==> src/rtl/score_pkg.sv <==
// Shared types and constants for the melody sequencer: FSM states,
// score entry layout, note codes and the default divisor table.
package score_pkg;

   localparam int ENTRY_W  = 5;
   localparam int NOTE_W   = 3;
   localparam int DUR_W    = 2;
   localparam int ADDR_W   = 6;
   localparam int PERIOD_W = 18;

   typedef enum logic [2:0] {
      IDLE,
      LOAD,
      PLAY,
      GAP,
      DONE
   } state_t;

   typedef logic [NOTE_W-1:0] note_t;

   localparam note_t NOTE_REST = 3'd0;
   localparam note_t NOTE_DO   = 3'd1;
   localparam note_t NOTE_RE   = 3'd2;
   localparam note_t NOTE_MI   = 3'd3;
   localparam note_t NOTE_FA   = 3'd4;
   localparam note_t NOTE_SO   = 3'd5;
   localparam note_t NOTE_LA   = 3'd6;
   localparam note_t NOTE_XI   = 3'd7;

   // Half-period divisors at 50 MHz for the seven scale notes.
   localparam logic [PERIOD_W-1:0] DEF_DO = 18'd190840;
   localparam logic [PERIOD_W-1:0] DEF_RE = 18'd170068;
   localparam logic [PERIOD_W-1:0] DEF_MI = 18'd151515;
   localparam logic [PERIOD_W-1:0] DEF_FA = 18'd143266;
   localparam logic [PERIOD_W-1:0] DEF_SO = 18'd127551;
   localparam logic [PERIOD_W-1:0] DEF_LA = 18'd113636;
   localparam logic [PERIOD_W-1:0] DEF_XI = 18'd101214;

   // One score entry: note code in the top bits, duration code d (d+1 beats) below.
   typedef struct packed {
      note_t             note;
      logic [DUR_W-1:0]  dur;
   } entry_t;

   function automatic entry_t make_entry(input note_t note, input logic [DUR_W-1:0] dur);
      entry_t e;
      e.note = note;
      e.dur  = dur;
      return e;
   endfunction

endpackage

==> src/rtl/score_rom.sv <==
// Score ROM: constant case table indexed by address, registered read port.
// SONG selects the table: 0 = default melody, 1 = short three-entry test score.
module score_rom
   import score_pkg::*;
#(
   parameter int SONG = 0
) (
   input  logic              clk,
   input  logic              rst_n,
   input  logic [ADDR_W-1:0] addr,
   output entry_t            data
);

   entry_t rom_d;

   // Table lookup for the selected song.
   always_comb begin
      // NOTE: assign a default before the case so unlisted addresses never infer a latch.
      rom_d = make_entry(NOTE_REST, 2'd0);
      if (SONG == 1) begin
         case (addr)
            6'd0:    rom_d = make_entry(NOTE_DO,   2'd0);
            6'd1:    rom_d = make_entry(NOTE_REST, 2'd1);
            6'd2:    rom_d = make_entry(NOTE_XI,   2'd3);
            default: rom_d = make_entry(NOTE_REST, 2'd0);
         endcase
      end else begin
         case (addr)
            6'd0:    rom_d = make_entry(NOTE_DO,   2'd0);
            6'd1:    rom_d = make_entry(NOTE_DO,   2'd0);
            6'd2:    rom_d = make_entry(NOTE_SO,   2'd0);
            6'd3:    rom_d = make_entry(NOTE_SO,   2'd0);
            6'd4:    rom_d = make_entry(NOTE_LA,   2'd0);
            6'd5:    rom_d = make_entry(NOTE_LA,   2'd0);
            6'd6:    rom_d = make_entry(NOTE_SO,   2'd1);
            6'd7:    rom_d = make_entry(NOTE_FA,   2'd0);
            6'd8:    rom_d = make_entry(NOTE_FA,   2'd0);
            6'd9:    rom_d = make_entry(NOTE_MI,   2'd0);
            6'd10:   rom_d = make_entry(NOTE_MI,   2'd0);
            6'd11:   rom_d = make_entry(NOTE_RE,   2'd0);
            6'd12:   rom_d = make_entry(NOTE_RE,   2'd0);
            6'd13:   rom_d = make_entry(NOTE_DO,   2'd1);
            6'd14:   rom_d = make_entry(NOTE_SO,   2'd0);
            6'd15:   rom_d = make_entry(NOTE_SO,   2'd0);
            6'd16:   rom_d = make_entry(NOTE_FA,   2'd0);
            6'd17:   rom_d = make_entry(NOTE_FA,   2'd0);
            6'd18:   rom_d = make_entry(NOTE_MI,   2'd0);
            6'd19:   rom_d = make_entry(NOTE_MI,   2'd0);
            6'd20:   rom_d = make_entry(NOTE_RE,   2'd1);
            6'd21:   rom_d = make_entry(NOTE_SO,   2'd0);
            6'd22:   rom_d = make_entry(NOTE_SO,   2'd0);
            6'd23:   rom_d = make_entry(NOTE_FA,   2'd0);
            6'd24:   rom_d = make_entry(NOTE_FA,   2'd0);
            6'd25:   rom_d = make_entry(NOTE_MI,   2'd0);
            6'd26:   rom_d = make_entry(NOTE_MI,   2'd0);
            6'd27:   rom_d = make_entry(NOTE_RE,   2'd1);
            6'd28:   rom_d = make_entry(NOTE_DO,   2'd0);
            6'd29:   rom_d = make_entry(NOTE_DO,   2'd0);
            6'd30:   rom_d = make_entry(NOTE_SO,   2'd1);
            6'd31:   rom_d = make_entry(NOTE_REST, 2'd3);
            default: rom_d = make_entry(NOTE_REST, 2'd0);
         endcase
      end
   end

   // Registered read port.
   always_ff @(posedge clk or negedge rst_n) begin
      // NOTE: only the read register is reset; the table itself is constant logic with no state.
      if (!rst_n) data <= make_entry(NOTE_REST, 2'd0);
      else        data <= rom_d;
   end

endmodule

==> src/rtl/score_sequencer.sv <==
// Melody sequencer: walks the score ROM on a start pulse, presenting each note's
// half-period divisor for d+1 beats followed by a short silent gap.
module score_sequencer
   import score_pkg::*;
#(
   parameter logic [24:0]          TIME_BEAT = 25'd24_999_999,
   parameter logic [15:0]          GAP_CYC   = 16'd49_999,
   parameter int unsigned          SCORE_LEN = 32,
   parameter logic [PERIOD_W-1:0]  DO        = DEF_DO,
   parameter logic [PERIOD_W-1:0]  RE        = DEF_RE,
   parameter logic [PERIOD_W-1:0]  MI        = DEF_MI,
   parameter logic [PERIOD_W-1:0]  FA        = DEF_FA,
   parameter logic [PERIOD_W-1:0]  SO        = DEF_SO,
   parameter logic [PERIOD_W-1:0]  LA        = DEF_LA,
   parameter logic [PERIOD_W-1:0]  XI        = DEF_XI,
   parameter int                   SONG      = 0
) (
   input  logic                i_sysclk,
   input  logic                i_sysrst_n,
   input  logic                i_play,
   input  logic                i_stop,
   input  logic                i_loop,
   output logic [PERIOD_W-1:0] o_note_period,
   output logic                o_note_valid,
   output logic                o_busy,
   output logic                o_done
);

   localparam logic [ADDR_W-1:0] LAST_ADDR = ADDR_W'(SCORE_LEN - 1);

   state_t                state, state_nxt;
   logic [24:0]           beat_cnt, beat_cnt_nxt;
   logic [DUR_W-1:0]      beat_idx, beat_idx_nxt;
   logic [15:0]           gap_cnt, gap_cnt_nxt;
   logic [ADDR_W-1:0]     addr, addr_nxt;
   logic [PERIOD_W-1:0]   period_nxt;
   logic                  valid_nxt;
   logic                  busy_nxt;
   logic                  done_nxt;
   entry_t                rom_q;

   function automatic logic [PERIOD_W-1:0] note_period(input note_t code);
      case (code)
         NOTE_DO: return DO;
         NOTE_RE: return RE;
         NOTE_MI: return MI;
         NOTE_FA: return FA;
         NOTE_SO: return SO;
         NOTE_LA: return LA;
         NOTE_XI: return XI;
         default: return '0;
      endcase
   endfunction

   // The ROM samples the next address, so the new entry is already registered
   // by the LOAD cycle and stays put while the address is held through PLAY.
   score_rom #(
      .SONG (SONG)
   ) u_rom (
      .clk   (i_sysclk),
      .rst_n (i_sysrst_n),
      .addr  (addr_nxt),
      .data  (rom_q)
   );

   // Next-state, counter and output decode; stop overrides everything outside IDLE.
   always_comb begin
      state_nxt    = state;
      beat_cnt_nxt = beat_cnt;
      beat_idx_nxt = beat_idx;
      gap_cnt_nxt  = gap_cnt;
      addr_nxt     = addr;
      period_nxt   = o_note_period;
      valid_nxt    = 1'b0;
      done_nxt     = 1'b0;

      if (state != IDLE && i_stop) begin
         state_nxt    = IDLE;
         beat_cnt_nxt = '0;
         beat_idx_nxt = '0;
         gap_cnt_nxt  = '0;
         addr_nxt     = '0;
         period_nxt   = '0;
         valid_nxt    = 1'b1;
      end else begin
         case (state)
            IDLE: begin
               addr_nxt     = '0;
               beat_cnt_nxt = '0;
               beat_idx_nxt = '0;
               gap_cnt_nxt  = '0;
               if (i_play && !i_stop) state_nxt = LOAD;
            end

            LOAD: begin
               state_nxt    = PLAY;
               period_nxt   = note_period(rom_q.note);
               valid_nxt    = 1'b1;
               beat_cnt_nxt = '0;
               beat_idx_nxt = '0;
            end

            PLAY: begin
               if (beat_cnt == TIME_BEAT) begin
                  beat_cnt_nxt = '0;
                  if (beat_idx == rom_q.dur) begin
                     beat_idx_nxt = '0;
                     gap_cnt_nxt  = '0;
                     period_nxt   = '0;
                     valid_nxt    = 1'b1;
                     state_nxt    = GAP;
                  end else begin
                     beat_idx_nxt = beat_idx + 2'd1;
                  end
               end else begin
                  beat_cnt_nxt = beat_cnt + 25'd1;
               end
            end

            GAP: begin
               if (gap_cnt == GAP_CYC) begin
                  gap_cnt_nxt = '0;
                  if (addr != LAST_ADDR) begin
                     addr_nxt  = addr + 6'd1;
                     state_nxt = LOAD;
                  end else if (i_loop) begin
                     addr_nxt  = '0;
                     state_nxt = LOAD;
                  end else begin
                     done_nxt  = 1'b1;
                     state_nxt = DONE;
                  end
               end else begin
                  gap_cnt_nxt = gap_cnt + 16'd1;
               end
            end

            DONE: state_nxt = IDLE;

            default: state_nxt = IDLE;
         endcase
      end

      busy_nxt = (state_nxt != IDLE);
   end

   // State, counters and registered outputs.
   always_ff @(posedge i_sysclk or negedge i_sysrst_n) begin
      if (!i_sysrst_n) begin
         state         <= IDLE;
         beat_cnt      <= '0;
         beat_idx      <= '0;
         gap_cnt       <= '0;
         addr          <= '0;
         o_note_period <= '0;
         o_note_valid  <= 1'b0;
         o_busy        <= 1'b0;
         o_done        <= 1'b0;
      end else begin
         // NOTE: non-blocking updates so every register sees the pre-edge values of the others.
         state         <= state_nxt;
         beat_cnt      <= beat_cnt_nxt;
         beat_idx      <= beat_idx_nxt;
         gap_cnt       <= gap_cnt_nxt;
         addr          <= addr_nxt;
         o_note_period <= period_nxt;
         o_note_valid  <= valid_nxt;
         o_busy        <= busy_nxt;
         o_done        <= done_nxt;
      end
   end

endmodule
==> config.mk <==
export PLATFORM = sky130hd
export DESIGN_NAME = score_sequencer
export DESIGN_NICKNAME = d
export VERILOG_FILES = /design/src/rtl/score_pkg.sv /design/src/rtl/score_rom.sv /design/src/rtl/score_sequencer.sv
export SDC_FILE = /design/constraint.sdc
export NUM_CORES = 1
export LEC_CHECK = 0
export ABC_AREA = 1
export CAP_MARGIN = 40
export CORE_ASPECT_RATIO = 0.7
export CORE_UTILIZATION = 50
export DETAILED_ROUTE_END_ITERATION = 12
export HOLD_SLACK_MARGIN = 0.03
export PLACE_DENSITY_LB_ADDON = 0.08
export SLEW_MARGIN = 25
export SYNTH_ARGS = -nofsm -noshare
export SYNTH_HDL_FRONTEND = slang
export SYNTH_SLANG_ARGS = --single-unit
export TNS_END_PERCENT = 50
==> constraint.sdc <==
create_clock -name i_sysclk -period 2.4 [get_ports i_sysclk]
set_input_delay 0.36 -clock i_sysclk [delete_from_list [all_inputs] [get_ports i_sysclk]]
set_output_delay 0.36 -clock i_sysclk [all_outputs]
set_load 0.02 [all_outputs]
==> reports/metrics.csv, run 1 <==
stage;metric;value;unit
sta;worst_pin_slew;0.535;ns
job;max_cap_violations;0;
cts;clock_latency;0.34;ns
floorplan;die_area;9760;um^2
logic_synthesis;ys.flop_type;dfrtp_1;
logic_synthesis;ys_seq_area_share;41.2;%
critical_path;crit_required;2.67;ns
finish;final.fill_count;784;
logic_synthesis;synth_top_cell_by_area;dfrtp_1;
sta;maxSlewViolCount;0;
finish;fin_cells;793;
critical_path;slowest_delay;0.43;ns
route;drt-total-wl;11300;um
global_route;grt_first_pass_wirelength;19500;um
floorplan;pin_count;26;
global_route;antenna_found_initial;0;
route;drcViolationCount;0;
cts;root_buffer;clkbuf_16;
placement;dp_cells;770;
sta;whs;0.500;ns
sta;fmax;453;MHz
sta;finalSetupViolCount;0;
logic_synthesis;synth_area_leaders;dfrtp_1, nand2_1, nand3_1, inv_1, nor2_1;
logic_synthesis;yosysTopAreaCellShare;41.2;%
pwr;p_comb_share;27.4;%
logic_synthesis;synth-seq-cells;77;
logic_synthesis;ys_warn_count;0;
critical_path;worstPathArrival;2.48;ns
finish;utilization;61.7;%
critical_path;cp_slowest_cell;dfrtp_1;
route;via_per_inst;5.41;
global_route;grt.overflow.total;0;
pwr;vdd_drop_max;419;uV
floorplan;die_x;118;um
placement;port-buffer-count;25;
pwr;internal-power;2.98;mW
logic_synthesis;netlist_instances;621;
sta;post-route-period-util;91.9;%
global_route;first_global_vias;4068;
sta;slew-limit-headroom;64.3;%
cts;cts_made_buffers;9;
pwr;switching_power;1.44;mW
sta;period_minus_slack;2.21;ns
global_route;grt_start_max_net_pins;41;
route;drtIter0Drc;322;
critical_path;cp-end-kind;register;
finish;n_antenna_cell;0;
route;vias;4290;
cts;clk_path_buf_depth;2;
pwr;clock_power_share;38.1;%
logic_synthesis;synth_area;4680;um^2
outcome;outcome;complete, no violations;
floorplan;row_count;29;
logic_synthesis;synth_edf_count;0;
sta;skew;0.00740;ns
finish;final_cell_mix;nand2_1, dfrtp_1, inv_1;
critical_path;cp-start-kind;register;
finish;fin_area;5600;um^2
logic_synthesis;synthArstFlopShare;100;%
finish;fin_nets;676;
route;wire_per_inst;14.2;um
logic_synthesis;synth.net_count;633;
floorplan;core-area;9070;um^2
floorplan;start_util;51.6;%
placement;placed_area;5120;um^2
sta;hold_violations;0;
route;ant_nets;0;
placement;dp_hpwl;8250;um
logic_synthesis;syn_area_per_cell;7.54;um^2
cts;clk_pin_slew_worst_paths;0.06;ns
cts;cts_tree;yes;
placement;place_ws;0.0796;ns
pwr;p_sw_share;32.5;%
route;first_pass_iters;5;
floorplan;die_height;83.0;um
critical_path;critical_path.cell_chain;ha_4 -> nand2_2 -> nor2_4 -> nand2_4 -> nor2_4 -> nor2_2 -> nand2_1 -> nand2_1 -> nand2_1 -> nand2_2 -> ha_1 -> nand3b_1 -> nand4_1 -> nand3_1 -> nor2_1;
pwr;p_leak;2.58;nW
critical_path;worstSetupPathType;reg -> reg;
finish;area_growth;19.5;%
cts;cts_sinks;77;
critical_path;cpMostUsedCell;nand2_1;
hold_path;hold_class;reg -> reg;
global_route;track_usage;24.7;%
pwr;p_per_area;790;nW/um^2
placement;gp_congestion;0.897;
finish;layout_commonest_cell;nand2_1;
logic_synthesis;synth.distinct_cells;41;
finish;drive_above_1_share;14.9;%
sta;setup_slack;0.193;ns
cts;htree_levels;3;
pwr;p_seq_share;34.4;%
critical_path;critPathMaxFanout;5;
[per-layer routing]
layer  vias up  global-route usage [%]  share of wire (%)  wire (um)
li1       2135                       -                  -          -
met3        14                    4.88                5.6        635
met4         0                    7.81                1.2        138
met2       108                    37.9                 44       4980
met1      2033                    35.3                 49       5510
met5         -                       0                  0          0
[power groups by stage]
stage	clock network (mW)	logic, mW	registers, mW
after global placement	0	1.19	1.53
after floorplan	0	0.622	1.64
after detailed placement	0	1.20	1.54
after global routing	1.77	1.34	1.54
after CTS	1.72	1.21	1.52
final	1.68	1.21	1.52
[path summary, 6_finish.rpt]
path | start | end | slack, ns | depth (start not counted)
min in group asynchronous | i_sysrst_n | beat_cnt[16] | 0.54 | 2
setup / recovery | addr[0] | u_rom.data[2] | 0.19 | 15
hold reg to reg | o_note_period[7] | o_note_period[7] | 0.50 | 2
hold / removal | o_note_period[7] | o_note_period[7] | 0.50 | 2
max in group asynchronous | i_sysrst_n | o_note_period[4] | 1.27 | 3
setup reg to reg | addr[0] | u_rom.data[2] | 0.19 | 15
[stage by stage]
| stage | TNS (ns) | total power [mW] |
|---|---|---|
| final | 0 | 4.42 |
| after global routing | -0.0840 | 4.65 |
| after CTS | 0 | 4.44 |
| after detailed placement | 0 | 2.75 |
| after global placement | 0 | 2.72 |
| after floorplan | 0 | 2.27 |
[logic make-up after synthesis]
group / count (synthesis) / synth area share (%)
and+or+nand+nor: 344 / 35.0
xor gates and xnor gates: 14 / 2.62
AOI/OAI and AO/OA: 88 / 11.5
adders and majority gates: 7 / 1.87
buffers and inverters: 91 / 7.83
DFF: 77 / 41.2
[area by class of cell]
class	instances	area (um^2)	area share [%]
Clock buffer	9	225	4.02
Clock inverter	7	145	2.59
Inverter	79	302	5.39
Multi-Input combinational cell	453	2440	43.5
Sequential cell	77	1930	34.5
Tap cell	124	155	2.77
Timing Repair Buffer	44	405	7.24
[Yosys cell counts, drive strengths merged, types with 7 or more instances]
cell type  number
nor3           11
nand3          61
xor2           11
o22ai           7
inv            79
nand2         171
nor2           74
a21oi          20
dfrtp          77
nand4          16
buf             7
ha              7
o21ai          34
[worst max-delay path: cells and delay by family, from the launching register on]
| kind | cells | cell delay, ns |
|---|---|---|
| adders and majority gates | 2 | 0.49 |
| DFF | 1 | 0.43 |
| and+or+nand+nor | 13 | 1.21 |
[registers in the layout, indices dropped and copies added (netlist names)]
register,cells
addr,6
gap_cnt,16
o_done,1
o_busy,1
state,3
beat_idx,2
beat_cnt,25
u_rom.data,5
o_note_period,17
o_note_valid,1
[timing repair]
item,4_1_cts,5_1_grt
hold buffers,1,0
setup buffers,0,6
gates resized for setup,0,10
endpoints found under the setup margin,0,4
hold endpoints to repair,37,0
Power figures use the tool's default switching activity.
==> run 2: changes to the inputs <==
CELL_PAD_IN_SITES_DETAIL_PLACEMENT = 1   (was not set)
CELL_PAD_IN_SITES_GLOBAL_PLACEMENT = 2   (was not set)
CORE_UTILIZATION = 35   (was 50)
==> run 2 against run 1 <==
Flip-flop and latch count is the same. Critical path depth grew 2. Hold slack is essentially flat. Wire length grew 21%.
==> reports/metrics.csv, run 2 (synthesized netlist as in run 1, its figures left out) <==
stage;metric;value;unit
outcome;outcome;complete, no violations;
pwr;vdd_drop_max;426;uV
cts;root_buffer;clkbuf_16;
route;drt-total-wl;13600;um
sta;rsz0062_at_grt;yes;
route;via_per_inst;5.12;
route;first_pass_iters;4;
route;wire_per_inst;16.1;um
finish;drive_above_1_share;17.1;%
critical_path;cp-end-kind;register;
sta;setup_slack;0.184;ns
critical_path;crit_required;2.63;ns
finish;area_growth;21.8;%
critical_path;worstPathArrival;2.44;ns
sta;whs;0.500;ns
global_route;antenna_found_initial;0;
route;ant_nets;0;
cts;clk_pin_slew_worst_paths;0.06;ns
sta;worst_pin_slew;0.503;ns
global_route;first_global_vias;4522;
finish;final_cell_mix;nand2_1, dfrtp_1, inv_1;
finish;fin_nets;691;
critical_path;path_buf_inv;1;
route;drcViolationCount;0;
sta;skew;0.00860;ns
critical_path;critPathMaxFanout;5;
cts;cts_tree;yes;
route;vias;4326;
floorplan;die_x;140;um
critical_path;cp_slowest_cell;dfrtp_1;
finish;regMostFlops;beat_cnt;
floorplan;start_util;36.8;%
finish;n_antenna_cell;0;
sta;slew-limit-headroom;66.5;%
sta;maxSlewViolCount;0;
global_route;grt_start_max_net_pins;45;
sta;hold_violations;0;
critical_path;critical_path.cell_chain;ha_4 -> nand2_2 -> nor2_4 -> nand2_4 -> nor2_4 -> nor2_2 -> nand2_1 -> nand2_1 -> nand2_1 -> nand2_2 -> ha_1 -> inv_1 -> nand3_1 -> nand2_1 -> nand2_1 -> a21oi_1 -> nor2_1;
finish;layout_commonest_cell;nand2_1;
finish;reg.largest.list;beat_cnt x25, o_note_period x17, gap_cnt x16;
cts;clock_latency;0.34;ns
floorplan;core-area;12700;um^2
critical_path;cpMostUsedCell;nand2_1;
sta;post-route-period-util;92.3;%
critical_path;slowest_delay;0.41;ns
floorplan;row_count;34;
placement;gp_congestion;0.886;
pwr;p_leak;2.64;nW
placement;port-buffer-count;25;
critical_path;cp-start-kind;register;
hold_path;hold_class;reg -> reg;
pwr;p_per_area;754;nW/um^2
cts;clk_path_buf_depth;2;
job;max_cap_violations;0;
cts;cts_sinks;77;
critical_path;ff2ff_setup_slack;0.18;ns
floorplan;pin_count;26;
floorplan;die_area;13900;um^2
floorplan;die_height;98.8;um
global_route;track_usage;21.2;%
critical_path;worstSetupPathType;reg -> reg;
placement;place_ws;-0.000926;ns
sta;period_minus_slack;2.22;ns
global_route;grt_first_pass_wirelength;23000;um
sta;finalSetupViolCount;0;
sta;fmax;451;MHz
finish;largest_reg_flops;25;
placement;dp_hpwl;10200;um
critical_path;crit_family;simple AND/OR/NAND/NOR gates;
route;drtIter0Drc;110;
global_route;grt.overflow.total;0;
cts;cts_made_buffers;9;
cts;htree_levels;3;
-- run 2: tightest hold or removal path, delay by kind of cell (launching register included) --
kind / cells / cell delay [ns]
and+or+nand+nor: 2 / 0.12
DFF: 1 / 0.34
-- run 2: path summary, 6_finish.rpt --
path	startpoint	to	depth (start not counted)
worst max-delay path	addr[0]	u_rom.data[4]	17
worst min-delay path	o_note_period[9]	o_note_period[9]	2
worst max register to register	addr[0]	u_rom.data[4]	17
worst min register to register	o_note_period[9]	o_note_period[9]	2
max in group asynchronous	i_sysrst_n	o_note_period[13]	3
min in group asynchronous	i_sysrst_n	beat_cnt[10]	2
-- run 2: power by group --
part / total, mW / leakage, nW / internal [mW] / switching [mW]
combinational: 1.30 / 1.45 / 0.457 / 0.840
sequential: 1.52 / 1.04 / 1.43 / 0.0932
clock: 1.48 / 0.152 / 0.932 / 0.546
total: 4.30 / 2.64 / 2.82 / 1.48
-- run 2: routing by layer --
layer | GRT usage (%) | vias up | wire length, um
met4 | 4.73 | 0 | 129
met5 | 0 | - | 0
met2 | 33.0 | 37 | 5910
met3 | 3.74 | 13 | 287
li1 | - | 2161 | -
met1 | 30.7 | 2115 | 7290
-- run 2: cell type report --
| class | instances | area [um^2] |
|---|---|---|
| clock buffers | 11 | 243 |
| flip-flops and latches | 77 | 1930 |
| inverters | 79 | 302 |
| well taps | 162 | 203 |
| repair buffers | 59 | 518 |
| multi-input cells | 453 | 2440 |
| fillers | 1582 | 7020 |
| clock inverters | 4 | 72.6 |
-- run 2: what timing repair did --
item,4_1_cts,5_1_grt
gates resized for setup,1,12
hold buffers,1,0
setup endpoints to repair,1,4
hold endpoints to repair,33,0
pin swaps,0,2
buffers inserted,0,7
-- run 2: stage by stage --
stage          total power [mW]  cell area (um^2)  util, %  instances  setup TNS (ns)
2_1_floorplan              2.27              4680        -        621               0
3_3_place_gp               2.82              5280     41.5        822               0
3_5_place_dp               2.84              5280     41.5        822       -0.000926
4_1_cts                    4.35              5610     44.1        838               0
5_1_grt                    4.54              5700     44.8        845         -0.0364
6_report                   4.30              5700     44.8        845               0
